--- config.mk ---
export PLATFORM = sky130hd
export DESIGN_NAME = regfile_sb
export DESIGN_NICKNAME = d
export VERILOG_FILES = /design/src/rtl/regfile_pkg.sv /design/src/rtl/regfile_scoreboard.sv /design/src/rtl/regfile_sb.sv
export SDC_FILE = /design/constraint.sdc
export NUM_CORES = 1
export LEC_CHECK = 0
export ABC_AREA = 1
export ABC_CLOCK_PERIOD_IN_PS = 7100
export BUFFER_PORTS_ARGS = -buffer_cell sky130_fd_sc_hd__clkbuf_2
export CORE_UTILIZATION = 40
export CTS_CLUSTER_DIAMETER = 200
export DETAILED_ROUTE_END_ITERATION = 7
export SLEW_MARGIN = 20
export SYNTH_ARGS = -nofsm -noshare
export SYNTH_HDL_FRONTEND = slang
export SYNTH_HIERARCHICAL = 1
export SYNTH_SLANG_ARGS = --single-unit
--- constraint.sdc ---
create_clock -name clk -period 7.1 [get_ports clk]
set_input_delay 0.355 -clock clk [delete_from_list [all_inputs] [get_ports clk]]
set_output_delay 0.355 -clock clk [all_outputs]
set_load 0.1 [all_outputs]
--- src/rtl/regfile_pkg.sv ---
// Shared types and defaults for the register file with scoreboard.
package regfile_pkg;

  localparam int W_DEF     = 16;
  localparam int DEPTH_DEF = 16;

  typedef enum logic {
    IDLE  = 1'b0,
    CLEAR = 1'b1
  } state_t;

endpackage

--- src/rtl/regfile_scoreboard.sv ---
// Pending bit per storage register plus combinational busy lookup for both read ports.
module regfile_scoreboard
  import regfile_pkg::*;
#(
  parameter int DEPTH = DEPTH_DEF,
  parameter int AW    = $clog2(DEPTH)
) (
  input  logic          clk,
  input  logic          reset,
  input  logic          i_clr_en,
  input  logic [AW-1:0] i_clr_idx,
  input  logic          i_set_en,
  input  logic [AW-1:0] i_set_addr,
  input  logic          i_wr_q,
  input  logic [AW-1:0] i_wr_addr,
  input  logic [AW-1:0] i_src0,
  input  logic [AW-1:0] i_src1,
  output logic          o_busy0,
  output logic          o_busy1
);

  logic [DEPTH-2:0] r_pend;

  // Issue is applied after write-back so a same-cycle issue leaves the bit set.
  always_ff @(posedge clk or posedge reset) begin
    if (reset) begin
      r_pend <= '0;
    end else begin
      for (int i = 0; i < DEPTH - 1; i++) begin
        if (i_clr_en && i_clr_idx == AW'(i))
          r_pend[i] <= 1'b0;
        else if (i_set_en && i_set_addr == AW'(i))
          r_pend[i] <= 1'b1;
        else if (i_wr_q && i_wr_addr == AW'(i))
          r_pend[i] <= 1'b0;
      end
    end
  end

  always_comb begin
    o_busy0 = 1'b0;
    o_busy1 = 1'b0;
    for (int i = 0; i < DEPTH - 1; i++) begin
      if (i_src0 == AW'(i))
        o_busy0 = r_pend[i] && !(i_wr_q && i_wr_addr == i_src0);
      if (i_src1 == AW'(i))
        o_busy1 = r_pend[i] && !(i_wr_q && i_wr_addr == i_src1);
    end
  end

endmodule

--- src/rtl/regfile_sb.sv ---
// Two-read/one-write register file with write bypass, PC alias at the top address,
// an issue scoreboard and a sequential one-register-per-cycle clear.
module regfile_sb
  import regfile_pkg::*;
#(
  parameter int W     = W_DEF,
  parameter int DEPTH = DEPTH_DEF,
  parameter int AW    = $clog2(DEPTH)
) (
  input  logic          clk,
  input  logic          reset,
  input  logic [AW-1:0] src0,
  input  logic [AW-1:0] src1,
  output logic [W-1:0]  rd0,
  output logic [W-1:0]  rd1,
  output logic          busy0,
  output logic          busy1,
  input  logic          wr_en,
  input  logic [AW-1:0] wr_addr,
  input  logic [W-1:0]  wr_data,
  input  logic [W-1:0]  pc_in,
  input  logic          issue_en,
  input  logic [AW-1:0] issue_addr,
  input  logic          clr_req,
  output logic          clr_busy
);

  localparam logic [AW-1:0] PC_ADDR = AW'(DEPTH - 1);

  state_t         r_state;
  logic [AW-1:0]  r_cnt;
  logic [W-1:0]   r_regs [DEPTH-1];
  logic           w_idle;
  logic           w_wr_q;
  logic           w_clr_en;

  assign w_idle   = (r_state == IDLE);
  assign w_wr_q   = wr_en && w_idle && (wr_addr != PC_ADDR);
  assign w_clr_en = (r_state == CLEAR);
  assign clr_busy = w_clr_en;

  always_ff @(posedge clk or posedge reset) begin
    if (reset) begin
      r_state <= IDLE;
      r_cnt   <= '0;
    end else begin
      case (r_state)
        IDLE: begin
          r_cnt <= '0;
          if (clr_req)
            r_state <= CLEAR;
        end
        CLEAR: begin
          if (r_cnt == AW'(DEPTH - 2)) begin
            r_state <= IDLE;
            r_cnt   <= '0;
          end else begin
            r_cnt <= r_cnt + AW'(1);
          end
        end
        default: r_state <= IDLE;
      endcase
    end
  end

  always_ff @(posedge clk or posedge reset) begin
    if (reset) begin
      for (int i = 0; i < DEPTH - 1; i++)
        r_regs[i] <= '0;
    end else begin
      for (int i = 0; i < DEPTH - 1; i++) begin
        if (w_clr_en && r_cnt == AW'(i))
          r_regs[i] <= '0;
        else if (w_wr_q && wr_addr == AW'(i))
          r_regs[i] <= wr_data;
      end
    end
  end

  // Top address aliases pc_in; otherwise a same-cycle write wins over storage.
  always_comb begin
    rd0 = pc_in;
    rd1 = pc_in;
    for (int i = 0; i < DEPTH - 1; i++) begin
      if (src0 == AW'(i))
        rd0 = (w_wr_q && wr_addr == src0) ? wr_data : r_regs[i];
      if (src1 == AW'(i))
        rd1 = (w_wr_q && wr_addr == src1) ? wr_data : r_regs[i];
    end
  end

  regfile_scoreboard #(
    .DEPTH (DEPTH),
    .AW    (AW)
  ) u_scoreboard (
    .clk        (clk),
    .reset      (reset),
    .i_clr_en   (w_clr_en),
    .i_clr_idx  (r_cnt),
    .i_set_en   (issue_en && w_idle),
    .i_set_addr (issue_addr),
    .i_wr_q     (w_wr_q),
    .i_wr_addr  (wr_addr),
    .i_src0     (src0),
    .i_src1     (src1),
    .o_busy0    (busy0),
    .o_busy1    (busy1)
  );

endmodule

==> summary.md, run 1 <==
| Metric | Value |
|---|---|
| Most used cell, CP | `nand2_1` |
| R2R Path End | `r_regs[35]$_DFFE_PP0P_` |
| TritonCTS clock tree | `yes` |
| Hold Crit Class | `in -> reg` |
| Fin crit period | `6010 ps` |
| Worst flop-to-flop path startpoint | `clr_busy$_DFF_PP0_` |
| CTS Buf Count | `37` |
| IO Pins | `88` |
| Pre-Repair DR Iteration Count | `8` |
| Async S/R FF share, synth | `1.00` |
| Final worst-path setup slack | `1090 ps` |
| Wire per inst | `23.3 µm` |
| R2R Setup Slk | `3150 ps` |
| Synthesized area | `19700 µm²` |
| Clock Path Buffers | `3` |
| Hold path startpoint | `clr_req` |
| Synth unique cells | `37` |
| P_leak | `0.0106 µW` |
| CP delay by family, top | `simple AND/OR/NAND/NOR gates` |
| Share of cells above drive strength 1 | `0.0783` |
| Post-synth EDFFs | `0` |
| Area growth from synthesis to layout | `9.45%` |
| Leading area contributor after synthesis | `dfrtp_1` |
| Critical Path RT | `6740 ps` |
| Core box area | `48100 µm²` |
| Min-Delay Endpoint | `clr_busy$_DFF_PP0_` |
| Proportion of netlist area held by the largest area contributor | `0.331` |
| Synth top cells by count | `nand2_1, o21ai_0, inv_1` |
| Avg Inst Size Synth | `6.33 µm²` |
| Vias per cell | `6.04` |
| Antenna violations before repair | `1` |
| Period utilization | `0.847` |
| Critical path type | `reg -> out` |
| Die area | `50100 µm²` |
| Worst-margin pin slew | `1250 ps` |
| Clock transition at path regs | `50 ps` |
| Slowest CP cell | `nand2_1` |
| Peak Freq | `166 MHz` |
| Synth top area cells | `dfrtp_1, nand2_1, o21ai_0, inv_1, o22ai_1` |
| Gp weighted congestion | `0.978` |
| Synthesized flop and latch total | `260` |
| DIE HEIGHT | `224 µm` |
| Buf/Inv on CP | `5` |
| Die width | `224 µm` |
| Sw Share | `0.400` |
| Number of max-cap violations | `0` |
| Clock power share | `0.347` |
| Final setup vio count | `0` |
| RSZ-0062 raised after global routing | `no` |
| Mapped Cells | `3109` |
| First-pass GRT wire length | `133000 µm` |
| Vias in the first global route | `21300` |
| Largest stage delay on the critical path | `610 ps` |
| Hold Path Depth | `3` |
| Maximum vdd drop | `0.233 mV` |
| Outcome | `complete, no violations` |
| CTS HTree Levels | `2` |
| Critical Path Start Type | `flip-flop` |
| Dpl hpwl | `59000 µm` |
| CP Capture Type | `output pin` |
| Post_cts resized | `0` |
| Sequential element share of the synthesized area | `0.331` |
| Fin nets | `3119` |
| Final clock skew | `17.6 ps` |
| Synth warn | `6` |
| Final Hold Viols | `0` |
| Ys flop type | `dfrtp_1` |
| Clk sink count | `260` |
| Largest net degree at the start of global routing | `182` |
| Vias | `22600` |
| Setup WS pre-CTS | `1960 ps` |
| Worst slew margin | `0.165` |
| GRT Overall Usage | `0.348` |
| Setup_tns | `0 ps` |
| Worst-Skew Late Latency | `570 ps` |
| P_sw | `2200 µW` |
| Pins Over Slew Limit | `0` |
| Power per cell area | `256 nW/µm²` |
| Worst path arrival time | `5660 ps` |
| DRC | `0` |
| Crit path max fanout | `181` |
| Internal | `3300 µW` |
| Reg2Reg Depth | `9` |
| I/O Buffers | `87` |
| Row cnt | `80` |
| Initial Util | `0.408` |
| Sequential Power Share | `0.331` |
| Syn nets | `3162` |
| Gate power share | `0.322` |
| Ant diodes | `0` |
| DRT iter0 DRCs | `3274` |
| Clock tree root driver cell | `clkbuf_16` |
| Antenna Violating Nets Remaining | `0` |
| Top-count cell post-synth | `nand2_1` |
| Total routed wirelength | `87500 µm` |
| Grt total ovfl | `0` |
## area by class of cell
| cell class | count | area [µm²] |
|---|---|---|
| clock buffer | 60 | 1170 |
| clock inverter | 4 | 51.3 |
| fill | 5105 | 26600 |
| inverter | 485 | 1830 |
| multi-input combinational | 2147 | 10300 |
| sequential | 260 | 6510 |
| tap | 656 | 821 |
| timing repair buffer | 135 | 837 |
## what timing repair did
| action | in CTS | in global routing |
|---|---|---|
| hold buffers | 1 | 0 |
| setup endpoints to repair | 0 | 0 |
| endpoints found under the hold margin | 15 | 0 |
| buffers inserted | 0 | 0 |
## cells in the final DEF (no fill, tap or decap), drive strengths merged, types with 2 or more instances in the layout
cell type,instances
nand2,809
inv,481
nor2,119
clkinv,6
xnor2,2
o21ai,541
o211ai,110
buf,47
nand4,19
a21boi,4
nand3,162
clkbuf,147
dfrtp,260
a21oi,165
nor3,20
o22ai,191
## kinds of logic after synthesis
family,Yosys count,synth area share
AOI/OAI and AO/OA,1015,0.286
xor gates and xnor gates,3,0.00134
buffers and inverters,702,0.146
DFF,260,0.331
and+or+nand+nor,1129,0.236
## how the worst max path moves through the flow
stage | from | end | slack [ps] | depth (start not counted)
2_1_floorplan | reset | clr_busy$_DFF_PP0_ | 20 | 1
5_1_grt | clr_busy$_DFF_PP0_ | rd1[2] | 830 | 26
3_5_place_dp | wr_addr[1] | rd1[7] | 1960 | 27
6_report | clr_busy$_DFF_PP0_ | rd1[2] | 1090 | 26
4_1_cts | clr_busy$_DFF_PP0_ | rd1[7] | 1390 | 26
3_3_place_gp | wr_addr[1] | rd1[7] | 1970 | 27
## state kept, by name (all words and copies together), names as in the netlist
| register | count |
|---|---|
| clr_busy | 1 |
| r_cnt | 4 |
| r_regs | 240 |
| u_scoreboard/r_pend | 15 |
## power by group through the flow
| stage | clock, µW | combinational, µW | sequential [µW] |
|---|---|---|---|
| after floorplan | 0 | 1260 | 1820 |
| after global placement | 0 | 1700 | 1840 |
| after detailed placement | 0 | 1720 | 1840 |
| after CTS | 1920 | 1730 | 1820 |
| after global routing | 1980 | 1920 | 1840 |
| final | 1910 | 1770 | 1820 |
## metrics by stage
stage | util | total power (µW) | hold slack (ps) | cell area, µm² | std cells
2_1_floorplan | - | 3080 | 256 | 19700 | 3109
3_3_place_gp | 0.420 | 3530 | 489 | 20200 | 3677
3_5_place_dp | 0.420 | 3560 | 497 | 20200 | 3677
4_1_cts | 0.446 | 5470 | 5.80 | 21500 | 3742
5_1_grt | 0.447 | 5740 | 33.0 | 21500 | 3747
6_report | 0.447 | 5510 | 25.6 | 21500 | 3747
## worst reg2reg max path, cell delays in order, from the launching register on
cell and delay, ps:
dfrtp_1 480, inv_2 130, nand2_1 120, nor2_2 120
buf_4 300, inv_2 140, nor3_1 450, nand3_1 880
nand2_1 1000, o22ai_1 170
## layer usage
layer / global-route usage / vias up / part of all wire
met4: 0.200 / 0 / 0.056
met3: 0.0702 / 281 / 0.11
li1: - / 10200 / -
met1: 0.471 / 10700 / 0.41
met2: 0.515 / 1477 / 0.43
met5: 0 / - / 0
Note: power is estimated with default switching activity, not from simulation.
==> run 2, diff against run 1 <==
--- a/config.mk
+++ b/config.mk
@@ -5,8 +5,8 @@
 export SDC_FILE = /design/constraint.sdc
 export NUM_CORES = 1
 export LEC_CHECK = 0
-export ABC_AREA = 1
-export ABC_CLOCK_PERIOD_IN_PS = 7100
+export ABC_AREA = 0
+export ABC_CLOCK_PERIOD_IN_PS = 4880
 export BUFFER_PORTS_ARGS = -buffer_cell sky130_fd_sc_hd__clkbuf_2
 export CORE_UTILIZATION = 40
 export CTS_CLUSTER_DIAMETER = 200
==> constraint.sdc (replaced) <==
create_clock -name clk -period 4.88 [get_ports clk]
set_input_delay 0.244 -clock clk [delete_from_list [all_inputs] [get_ports clk]]
set_output_delay 0.244 -clock clk [all_outputs]
set_load 0.1 [all_outputs]
==> run 2 against run 1 <==
Effect of this change:
- first-iteration DRC count grew 19%
- the run now ends with DRC left
- non-clock buffer count grew 99
- core utilization grew 2.2 points
- largest cell class unchanged
- design area grew 2.4%
==> summary.md, run 2 <==
| Metric | Value |
|---|---|
| Outcome | `finished, violations left` |
| Failing checks | `DRC` |
| Final core occ | `0.469 (+0.0223)` |
| Maximum vdd drop | `0.562 mV (+140%)` |
| CP Capture Type | `output pin` |
| Core box area | `47000 µm² (-2.5%)` |
| Post-synth EDFFs | `0 (unchanged)` |
| DRT iter0 DRCs | `3912 (+19%)` |
| Initial Util | `0.409 (+0.000882)` |
| Leading area contributor after synthesis | `dfrtp_1` |
| Total routed wirelength | `118000 µm (+35%)` |
| P_leak | `0.00893 µW (-16%)` |
| Synth top cells by count | `nand2_1, a21oi_1, dfrtp_1` |
| Row cnt | `79 (-1.3%)` |
| Worst-margin pin slew | `1210 ps (-39.0 ps)` |
| Cell area after placement | `20800 µm² (+2.8%)` |
| Power per cell area | `361 nW/µm² (+41%)` |
| CTS Buf Count | `30 (-19%)` |
| Ys flop type | `dfrtp_1` |
| Critical Path Start Type | `flip-flop` |
| Worst path arrival time | `4610 ps (-1050 ps)` |
| Antenna violations before repair | `4 (+3)` |
| Worst slew margin | `0.191 (+0.0264)` |
| Critical Path End | `rd0[8]` |
| Top flop regs | `r_regs: 240 flops, u_scoreboard/r_pend: 15 flops, r_cnt: 4 flops` |
| Area growth from synthesis to layout | `14.7%` |
| Grt total ovfl | `0 (unchanged)` |
| Clk sink count | `260 (unchanged)` |
| Number of flip-flops in the largest register | `240 (unchanged)` |
| Commonest non-fill, non-tap cells in the layout | `nand2_1, a21oi_1, dfrtp_1` |
| Reg2Reg Depth | `10 (+1)` |
| Synthesized area | `19200 µm² (-2.3%)` |
| I/O Buffers | `87 (unchanged)` |
| Clock tree root driver cell | `clkbuf_16` |
| Worst-Skew Late Latency | `610 ps (+40 ps)` |
| Final setup vio count | `0 (unchanged)` |
| Antenna Violating Nets Remaining | `0 (unchanged)` |
| Fin nets | `2756 (-12%)` |
| Sequential element share of the synthesized area | `0.338 (+0.00769)` |
| Vias | `23500 (+4.0%)` |
| Async S/R FF share, synth | `1.00 (unchanged)` |
| Critical path type | `reg -> out` |
| Die area | `48900 µm² (-2.2%)` |
| Wire per inst | `35.3 µm (+51%)` |
| Vias in the first global route | `21700 (+1.6%)` |
| Clock transition at path regs | `70 ps (+20 ps)` |
| First-pass GRT wire length | `166000 µm (+24%)` |
| Hold Crit Class | `in -> reg` |
| Avg Inst Size Synth | `7.20 µm² (+14%)` |
| Dpl hpwl | `87500 µm (+48%)` |
| IO Pins | `88 (unchanged)` |
| Final Hold Viols | `0 (unchanged)` |
| Commonest non-fill, non-tap cell in the layout | `nand2_1` |
| Largest net degree at the start of global routing | `106 (-42%)` |
| Clock Path Buffers | `3 (unchanged)` |
| Synth unique cells | `84 (+130%)` |
| Post_cts resized | `0 (unchanged)` |
| Synthesized flop and latch total | `260 (unchanged)` |
| Gp weighted congestion | `1.10 (+13%)` |
| Worst flop-to-flop path startpoint | `clr_busy$_DFF_PP0_` |
| Final clock skew | `23.3 ps (+5.72 ps)` |
| DIE HEIGHT | `221 µm (-1.1%)` |
| Crit path max fanout | `18 (-90%)` |
| Share of cells above drive strength 1 | `0.125 (+0.0472)` |
| TritonCTS clock tree | `yes` |
| Synth top area cells | `dfrtp_1, nand2_1, a21oi_1, mux2i_1, nor2_1` |
| Vias per cell | `7.05 (+17%)` |
| Fillers | `4702 (-7.9%)` |
| Period utilization | `0.995` |
| Largest register by flop count | `r_regs` |
| Pre-Repair DR Iteration Count | `8 (unchanged)` |
| Critical Path RT | `4640 ps (-2100 ps)` |
| Syn nets | `2721 (-14%)` |
| Power Total | `7960 µW (+45%)` |
| CTS HTree Levels | `1 (-1)` |
| Fin crit period | `4850 ps` |
| Die width | `221 µm (-1.1%)` |
| Peak Freq | `206 MHz` |
| Number of max-cap violations | `0 (unchanged)` |
| Top-count cell post-synth | `nand2_1` |
| Pins Over Slew Limit | `0 (unchanged)` |
| R2R Path End | `r_regs[181]$_DFFE_PP0P_` |
| Setup_tns | `0 ps (unchanged)` |
| Fin area | `22000 µm² (+2.4%)` |
| Crit. Startpoint | `clr_busy$_DFF_PP0_` |
| Fin Hold WS | `65.8 ps (+40.2 ps)` |
| Synth warn | `6 (unchanged)` |
| R2R Setup Slk | `2040 ps (-1110 ps)` |
| Mapped Cells | `2668 (-14%)` |
| DRC | `2 (+2)` |
| RSZ-0062 raised after global routing | `no` |
| Proportion of netlist area held by the largest area contributor | `0.338 (+0.00769)` |
| GRT Overall Usage | `0.472 (+0.123)` |
[run 2: cell types whose count changed after synthesis, sizes merged, moves of 29 or more]
cell	before	now
a21oi	165	427
inv	480	21
nor2	119	186
a31oi	0	51
o211ai	110	27
nor3	20	49
a211oi	1	33
o21ai	541	138
o22ai	191	79
mux2i	0	82
nand3	162	54
nand2	809	680
[run 2: power breakdown]
part           switching [µW]  internal, µW  leakage, µW
combinational            1780           696      0.00480
sequential                518          2430      0.00361
clock                    1040          1500     0.000522
[run 2: critical path, stage by stage (launching register included)]
cell      delay, ps
dfrtp_1         360
buf_4           170
nor2b_1         260
nand2_1         210
inv_1           160
buf_4           290
nand3_1         600
o211a_1         350
o21ai_0         470
a211o_1         260
nand4_1         130
a21oi_1         220
clkbuf_2        490
[run 2: cell type report]
type	instances	area [µm²]	share of cell area
Multi-Input combinational cell	2156	11800	0.534
Sequential cell	260	6510	0.295
Timing Repair Buffer	234	1840	0.0836
Clock buffer	40	818	0.0371
Tap cell	607	759	0.0345
Clock inverter	15	256	0.0116
Inverter	21	82.6	0.00375
Antenna cell	2	5.00	0.000227
[run 2: worst min-delay path by stage]
stage,from,end,slack (ps),cells past startpoint
6_report,wr_data[10],r_regs[218]$_DFFE_PP0P_,70,3
5_1_grt,wr_data[10],r_regs[218]$_DFFE_PP0P_,50,3
4_1_cts,wr_data[10],r_regs[218]$_DFFE_PP0P_,9,3
3_5_place_dp,reset,r_cnt[2]$_DFF_PP0_,310,2
3_3_place_gp,reset,r_cnt[2]$_DFF_PP0_,300,2
2_1_floorplan,reset,u_scoreboard/r_pend[0]$_DFFE_PP0P_,150,1
[run 2: cells by family (layout without fill, tap and decap cells)]
logic type / Yosys count / count (layout) / share of synthesized area
AO/OA/AOI/OAI: 935 / 935 / 0.292
XOR/XNOR: 17 / 17 / 0.00892
buffers and inverters: 253 / 310 / 0.0594
flip-flops: 260 / 260 / 0.338
multiplexers: 100 / 100 / 0.0556
other: 0 / 2 / 0
AND/OR/NAND/NOR: 1103 / 1104 / 0.245
[run 2: per-stage QoR]
stage,std cells,worst slack [ps]
after CTS,3329,101
final,3335,26.3
after detailed placement,3264,654
after global placement,3264,680
after floorplan,2668,62.1
after global routing,3333,13.6
[run 2: layer usage]
metal	vias to the layer above	part of all wire	wire length (µm)	GRT usage
met1	11600	0.40	46600	0.662
met4	4	0.061	7180	0.223
met5	-	0.00054	64	0
met3	393	0.14	16800	0.135
met2	1955	0.40	47100	0.661
li1	9619	-	-	-
[run 2: repair_timing]
item	4_1_cts	5_1_grt
endpoints found under the hold margin	41	0
hold buffers	10	0
buffers inserted	0	2
setup endpoints to repair	0	5
